`config.mk`:
```
export PLATFORM = sky130hd
export DESIGN_NAME = async_arbiter_client
export DESIGN_NICKNAME = d
export VERILOG_FILES = /design/src/rtl/async_arb_pkg.sv /design/src/rtl/async_arb_sync.sv /design/src/rtl/async_arbiter_client.sv
export SDC_FILE = /design/constraint.sdc
export NUM_CORES = 1
export LEC_CHECK = 0
export CAP_MARGIN = 30
export CORE_AREA = 8 8 45 47
export CTS_CLUSTER_DIAMETER = 50
export CTS_CLUSTER_SIZE = 24
export DETAILED_ROUTE_END_ITERATION = 10
export DIE_AREA = 0 0 53 55
export PLACE_DENSITY_LB_ADDON = 0.15
export SYNTH_ARGS = -nofsm -noshare
export SYNTH_HDL_FRONTEND = slang
export SYNTH_SLANG_ARGS = --single-unit
export TNS_END_PERCENT = 20
```
`constraint.sdc`:
```
create_clock -name clk -period 1.1 [get_ports clk]
set_input_delay 0.22 -clock clk [delete_from_list [all_inputs] [get_ports clk]]
set_output_delay 0.22 -clock clk [all_outputs]
set_load 0.05 [all_outputs]
```
`src/rtl/async_arb_pkg.sv`:
```
// Shared definitions for the asynchronous arbiter tree client endpoint.
package async_arb_pkg;

  localparam int unsigned SYNC_STAGES_DEF = 2;
  localparam int unsigned CNT_W_DEF       = 16;
  localparam int unsigned STATE_W         = 3;

  typedef logic [STATE_W-1:0] state_t;

  localparam logic [2:0] ST_DRAIN   = 3'd0;
  localparam logic [2:0] ST_IDLE    = 3'd1;
  localparam logic [2:0] ST_REQ     = 3'd2;
  localparam logic [2:0] ST_GRANTED = 3'd3;
  localparam logic [2:0] ST_REL     = 3'd4;

  // States in which a handshake phase is outstanding on the leaf.
  function automatic logic state_busy(input state_t st);
    return (st == ST_DRAIN) || (st == ST_REQ) || (st == ST_REL);
  endfunction

  // States in which the leaf request is asserted.
  function automatic logic state_req(input state_t st);
    return (st == ST_REQ) || (st == ST_GRANTED);
  endfunction

endpackage

```
`src/rtl/async_arb_sync.sv`:
```
// Multi-flop 1-bit synchroniser for a signal asynchronous to clk; clears on reset.
module async_arb_sync #(
  parameter int unsigned STAGES = 2
) (
  input  logic clk,
  input  logic reset,
  input  logic d,
  output logic q
);

  logic [STAGES-1:0] sync_q;

  // Shift the asynchronous input through the flop chain.
  always_ff @(posedge clk) begin
    if (reset) begin
      sync_q <= '0;
    end else begin
      sync_q <= {sync_q[STAGES-2:0], d};
    end
  end

  assign q = sync_q[STAGES-1];

endmodule

```
`src/rtl/async_arbiter_client.sv`:
```
// Per-core endpoint of the asynchronous arbiter tree: converts lock/unlock
// commands into a 4-phase req/ack handshake on one tree leaf.
// Optional wait statistics enabled by macro ASYNC_ARB_CLIENT_STATS_EN.
module async_arbiter_client
  import async_arb_pkg::*;
#(
  parameter int unsigned SYNC_STAGES = SYNC_STAGES_DEF
`ifdef ASYNC_ARB_CLIENT_STATS_EN
  ,
  parameter int unsigned CNT_W       = CNT_W_DEF
`endif
) (
  input  logic clk,
  input  logic reset,
  input  logic lock_i,
  input  logic unlock_i,
  output logic granted_o,
  output logic busy_o,
  output logic done_o,
  output logic err_o,
  output logic req_o,
  input  logic ack_i
`ifdef ASYNC_ARB_CLIENT_STATS_EN
  ,
  output logic [CNT_W-1:0] wait_cnt_o,
  output logic [CNT_W-1:0] max_wait_o
`endif
);

  localparam int unsigned FILL_W = $clog2(SYNC_STAGES + 1);

  state_t            state_q;
  state_t            state_d;
  logic              ack_s;
  logic              cmd_bad;
  logic              done_d;
  logic [FILL_W-1:0] fill_q;
  logic              settled;

  async_arb_sync #(
    .STAGES (SYNC_STAGES)
  ) u_ack_sync (
    .clk   (clk),
    .reset (reset),
    .d     (ack_i),
    .q     (ack_s)
  );

  // The synchroniser is cleared by reset, so ack_s only reflects the real
  // leaf ack once it has been refilled; DRAIN must not trust it before then.
  assign settled = (fill_q == FILL_W'(SYNC_STAGES));

  // Next-state logic, command legality and completion pulse.
  always_comb begin
    state_d = state_q;
    done_d  = 1'b0;
    cmd_bad = (lock_i && unlock_i) ||
              (lock_i && (state_q != ST_IDLE)) ||
              (unlock_i && (state_q != ST_GRANTED));
    case (state_q)
      ST_DRAIN: begin
        if (settled && !ack_s) state_d = ST_IDLE;
      end
      ST_IDLE: begin
        // Never raise req while the previous ack is still visible.
        if (lock_i && !cmd_bad && !ack_s) state_d = ST_REQ;
      end
      ST_REQ: begin
        if (ack_s) begin
          state_d = ST_GRANTED;
          done_d  = 1'b1;
        end
      end
      ST_GRANTED: begin
        if (unlock_i && !cmd_bad) state_d = ST_REL;
      end
      ST_REL: begin
        if (!ack_s) begin
          state_d = ST_IDLE;
          done_d  = 1'b1;
        end
      end
      default: begin
        state_d = ST_DRAIN;
      end
    endcase
  end

  // State register with registered, glitch-free outputs derived from next state.
  always_ff @(posedge clk) begin
    if (reset) begin
      state_q   <= ST_DRAIN;
      fill_q    <= '0;
      req_o     <= 1'b0;
      granted_o <= 1'b0;
      busy_o    <= 1'b0;
      done_o    <= 1'b0;
      err_o     <= 1'b0;
    end else begin
      state_q   <= state_d;
      if (!settled) fill_q <= fill_q + FILL_W'(1);
      req_o     <= state_req(state_d);
      granted_o <= (state_d == ST_GRANTED);
      busy_o    <= state_busy(state_d);
      done_o    <= done_d;
      err_o     <= cmd_bad;
    end
  end

`ifdef ASYNC_ARB_CLIENT_STATS_EN
  logic [CNT_W-1:0] wait_cnt_q;
  logic [CNT_W-1:0] max_wait_q;

  // Count cycles spent waiting for the grant and keep the worst case seen.
  always_ff @(posedge clk) begin
    if (reset) begin
      wait_cnt_q <= '0;
      max_wait_q <= '0;
    end else begin
      if ((state_q != ST_REQ) && (state_d == ST_REQ)) begin
        wait_cnt_q <= '0;
      end else if ((state_q == ST_REQ) && (wait_cnt_q != '1)) begin
        wait_cnt_q <= wait_cnt_q + CNT_W'(1);
      end
      if ((state_q == ST_REQ) && (state_d == ST_GRANTED) && (wait_cnt_q > max_wait_q)) begin
        max_wait_q <= wait_cnt_q;
      end
    end
  end

  assign wait_cnt_o = wait_cnt_q;
  assign max_wait_o = max_wait_q;
`endif

endmodule

```
==> results.yml <==
cells_and_area:
  final_cells: 90
  layout-drive-gt1-share_pct: 41.9
  final_area_um2: 808
  num_antenna_cells: 0
  fillCellCount: 122
  layout.nets: 81
  area_growth_pct: 68.2
  fin_util_pct: 58.4
worst_setup_path:
  cp_cell_sequence: "nand2_1 > or2_1 > a32oi_2 > nor2b_1"
  crit_type: "flop to flop"
  arrival_ps: 1360
  critPathSlowestCell: "dfxtp_4"
  path_max_fanout: 7
  startpoint_type: "flop"
  max_stage_delay_ps: 400
  cp.required_ps: 1320
  endpoint_kind: "flop"
floorplanning:
  die_area_mm2: 0.00292
  rows: 14
  ioPinCount: 10
  dieWidth_um: 53
  initial_core_util_pct: 34.7
  dieHeight_um: 55
  core_area_mm2: 0.00138
routing:
  drtPass1Iterations: 4
  via_count: 452
  postRouteAntennaNets: 0
  met2_length_um: 604
  dr.max_layer_used: "met4"
  drtIter0Drc: 6
  wl_met1_um: 437
  wl_met3_um: 95
  finalWirelength_um: 1170
  drc: 0
  post_drt_wl_per_cell_um: 13.0
  via_per_inst: 5.02
synthesis:
  synth-edff-count: 0
  ys_ff_latch: 12
  yosys_warnings: 0
  synth_area_leader_cell: "dfxtp_1"
  synthTopCellsByCount: "12 x dfxtp_1, 10 x nor2_1, 5 x nor2b_1, 3 x inv_1"
  yosys-top-cells-area: "dfxtp_1 50%, nor2_1 7.8%, nor2b_1 6.5%"
  async_reset_ff_share_pct: 0
  netlist_area_um2: 480
  ys_types: 21
  syn-num-nets: 57
  postSynthCellCount: 51
  yosys_most_used_dff: "dfxtp_1"
  ys_seq_area_share_pct: 50.0
  synth_most_common_cell: "dfxtp_1"
  synth_top_area_share_pct: 50.0
  syn_avg_cell_area_um2: 9.42
placement:
  port_buffers: 9
  gp_congestion: 0.768
  placed_area_um2: 734
  dp_hpwl_um: 799
  dp.cells: 86
clocking:
  tritoncts: "built"
  path_clk_slew_ps: 80
  root_buffer: "clkbuf_4"
  htree_num_levels: 1
  clk_latency_ps: 280
  cts_made_buffers: 3
  postCtsHoldBufs: 0
  clockBufferDepth: 2
  clock_sinks: 12
sta:
  holdWs_ps: 426
  hold_viol: 0
  max-slew-margin-rel_pct: 75.9
  finClkSkew_ps: 4.75
  final_max_slew_viol_count: 0
  fin_crit_sh_pct: 103
  setup_ws_ps: -36.6
  worst_pin_slew_ps: 361
  setup_viol: 3
  min_period_ps: 1140
  fmax_mhz: 880
  rsz0062_at_grt: "yes"
power:
  p_switching_mw: 0.485
  powerDensity_mw_per_mm2: 1840
  internal-power_mw: 0.999
  seqPwrFrac_pct: 38.1
  ir_worst_vdd_uv: 826
  p_clk_share_pct: 24.9
  leakage_nw: 0.314
  pwr-share-comb_pct: 37.0
  switching_share_pct: 32.7
global_routing:
  grt_pass1_wl_um: 1990
  grt_usage_pct: 9.48
  antenna_found_initial: 0
  grt_pass1_vias: 487
  overflow: 0
  grt_max_degree: 8
run:
  maxCapViolations: 0
outcome:
  status: "complete, but fails checks"
  violations: "setup timing"
hold_path:
  hp-class: "input pin to flop"
==> metal layers <==
metal  track usage [%]  up-vias
met5                 0        -
met4              7.76        0
met3              3.48        4
met2              18.0       11
met1              7.67      212
li1                  -      225
==> area by class of cell <==
type,count,area [um^2],share of cell area (%)
well taps,16,20.0,2.48
clock buffers,4,36.3,4.49
repair buffers,21,235,29.1
inverters,3,11.3,1.39
flip-flops and latches,12,246,30.5
multi-input cells,34,259,32.0
==> timing repair <==
item | CTS | global route
pin swaps | 3 | 0
setup endpoints to repair | 6 | 5
gates resized for setup | 10 | 2
endpoints found under the hold margin | 0 | 0
setup buffers | 0 | 0
==> per-stage QoR <==
stage                     power, mW  setup TNS [ps]  worst slack, ps
after global routing           1.57            -309             -112
after global placement         1.07           -2340             -448
after detailed placement       1.09           -2300             -447
after CTS                      1.48           -54.6            -30.2
final                          1.48           -56.6            -36.6
after floorplan               0.856           -19.1            -19.1
==> final timing paths <==
check	start	endpoint	slack, ps	depth (start not counted)
worst max register to register	state_q[1]	busy_o	-40	4
worst min register to register	u_ack_sync.sync_q[0]	u_ack_sync.sync_q[1]	440	1
worst max-delay path	state_q[1]	busy_o	-40	4
worst min-delay path	unlock_i	state_q[1]	430	3
==> cell families after synthesis <==
group,Yosys count,synth area share [%]
flip-flops,12,50.0
AND/OR/NAND/NOR,21,21.4
buffers and inverters,5,4.69
XOR/XNOR,1,1.82
adder cells (fa/ha/maj),1,2.60
AO/OA/AOI/OAI,10,17.4
multiplexers,1,2.08
==> state kept, by name, summed over array words and instances, names as in the netlist <==
register	count
state_q	3
req_o	1
u_ack_sync.sync_q	2
granted_o	1
busy_o	1
done_o	1
err_o	1
fill_q	2
==> cell usage in the layout, fill, tap and decap left out, types with 2 or more instances in the layout <==
master	count
dfxtp_1	9
dlygate4sd2_1	2
buf_4	10
buf_12	5
nor2_1	9
nand2_1	2
dfxtp_2	2
inv_1	2
clkdlybuf4s50_1	2
nor2b_1	5
a211oi_1	2
buf_6	2
clkbuf_4	3
nand3b_1	2
==> critical path: cells and delay by family (launching register included) <==
family	cells	cell delay (ps)
AO/OA/AOI/OAI	1	240
flip-flops	1	400
AND/OR/NAND/NOR	3	440
==> power by group through the flow <==
stage | Combinational, mW | Sequential (mW) | Clock [mW]
floorplan | 0.230 | 0.627 | 0
global placement | 0.497 | 0.575 | 0
detailed placement | 0.512 | 0.576 | 0
CTS | 0.549 | 0.565 | 0.370
global route | 0.591 | 0.573 | 0.407
finish | 0.549 | 0.565 | 0.370
Note: power is estimated with default switching activity, not from simulation.
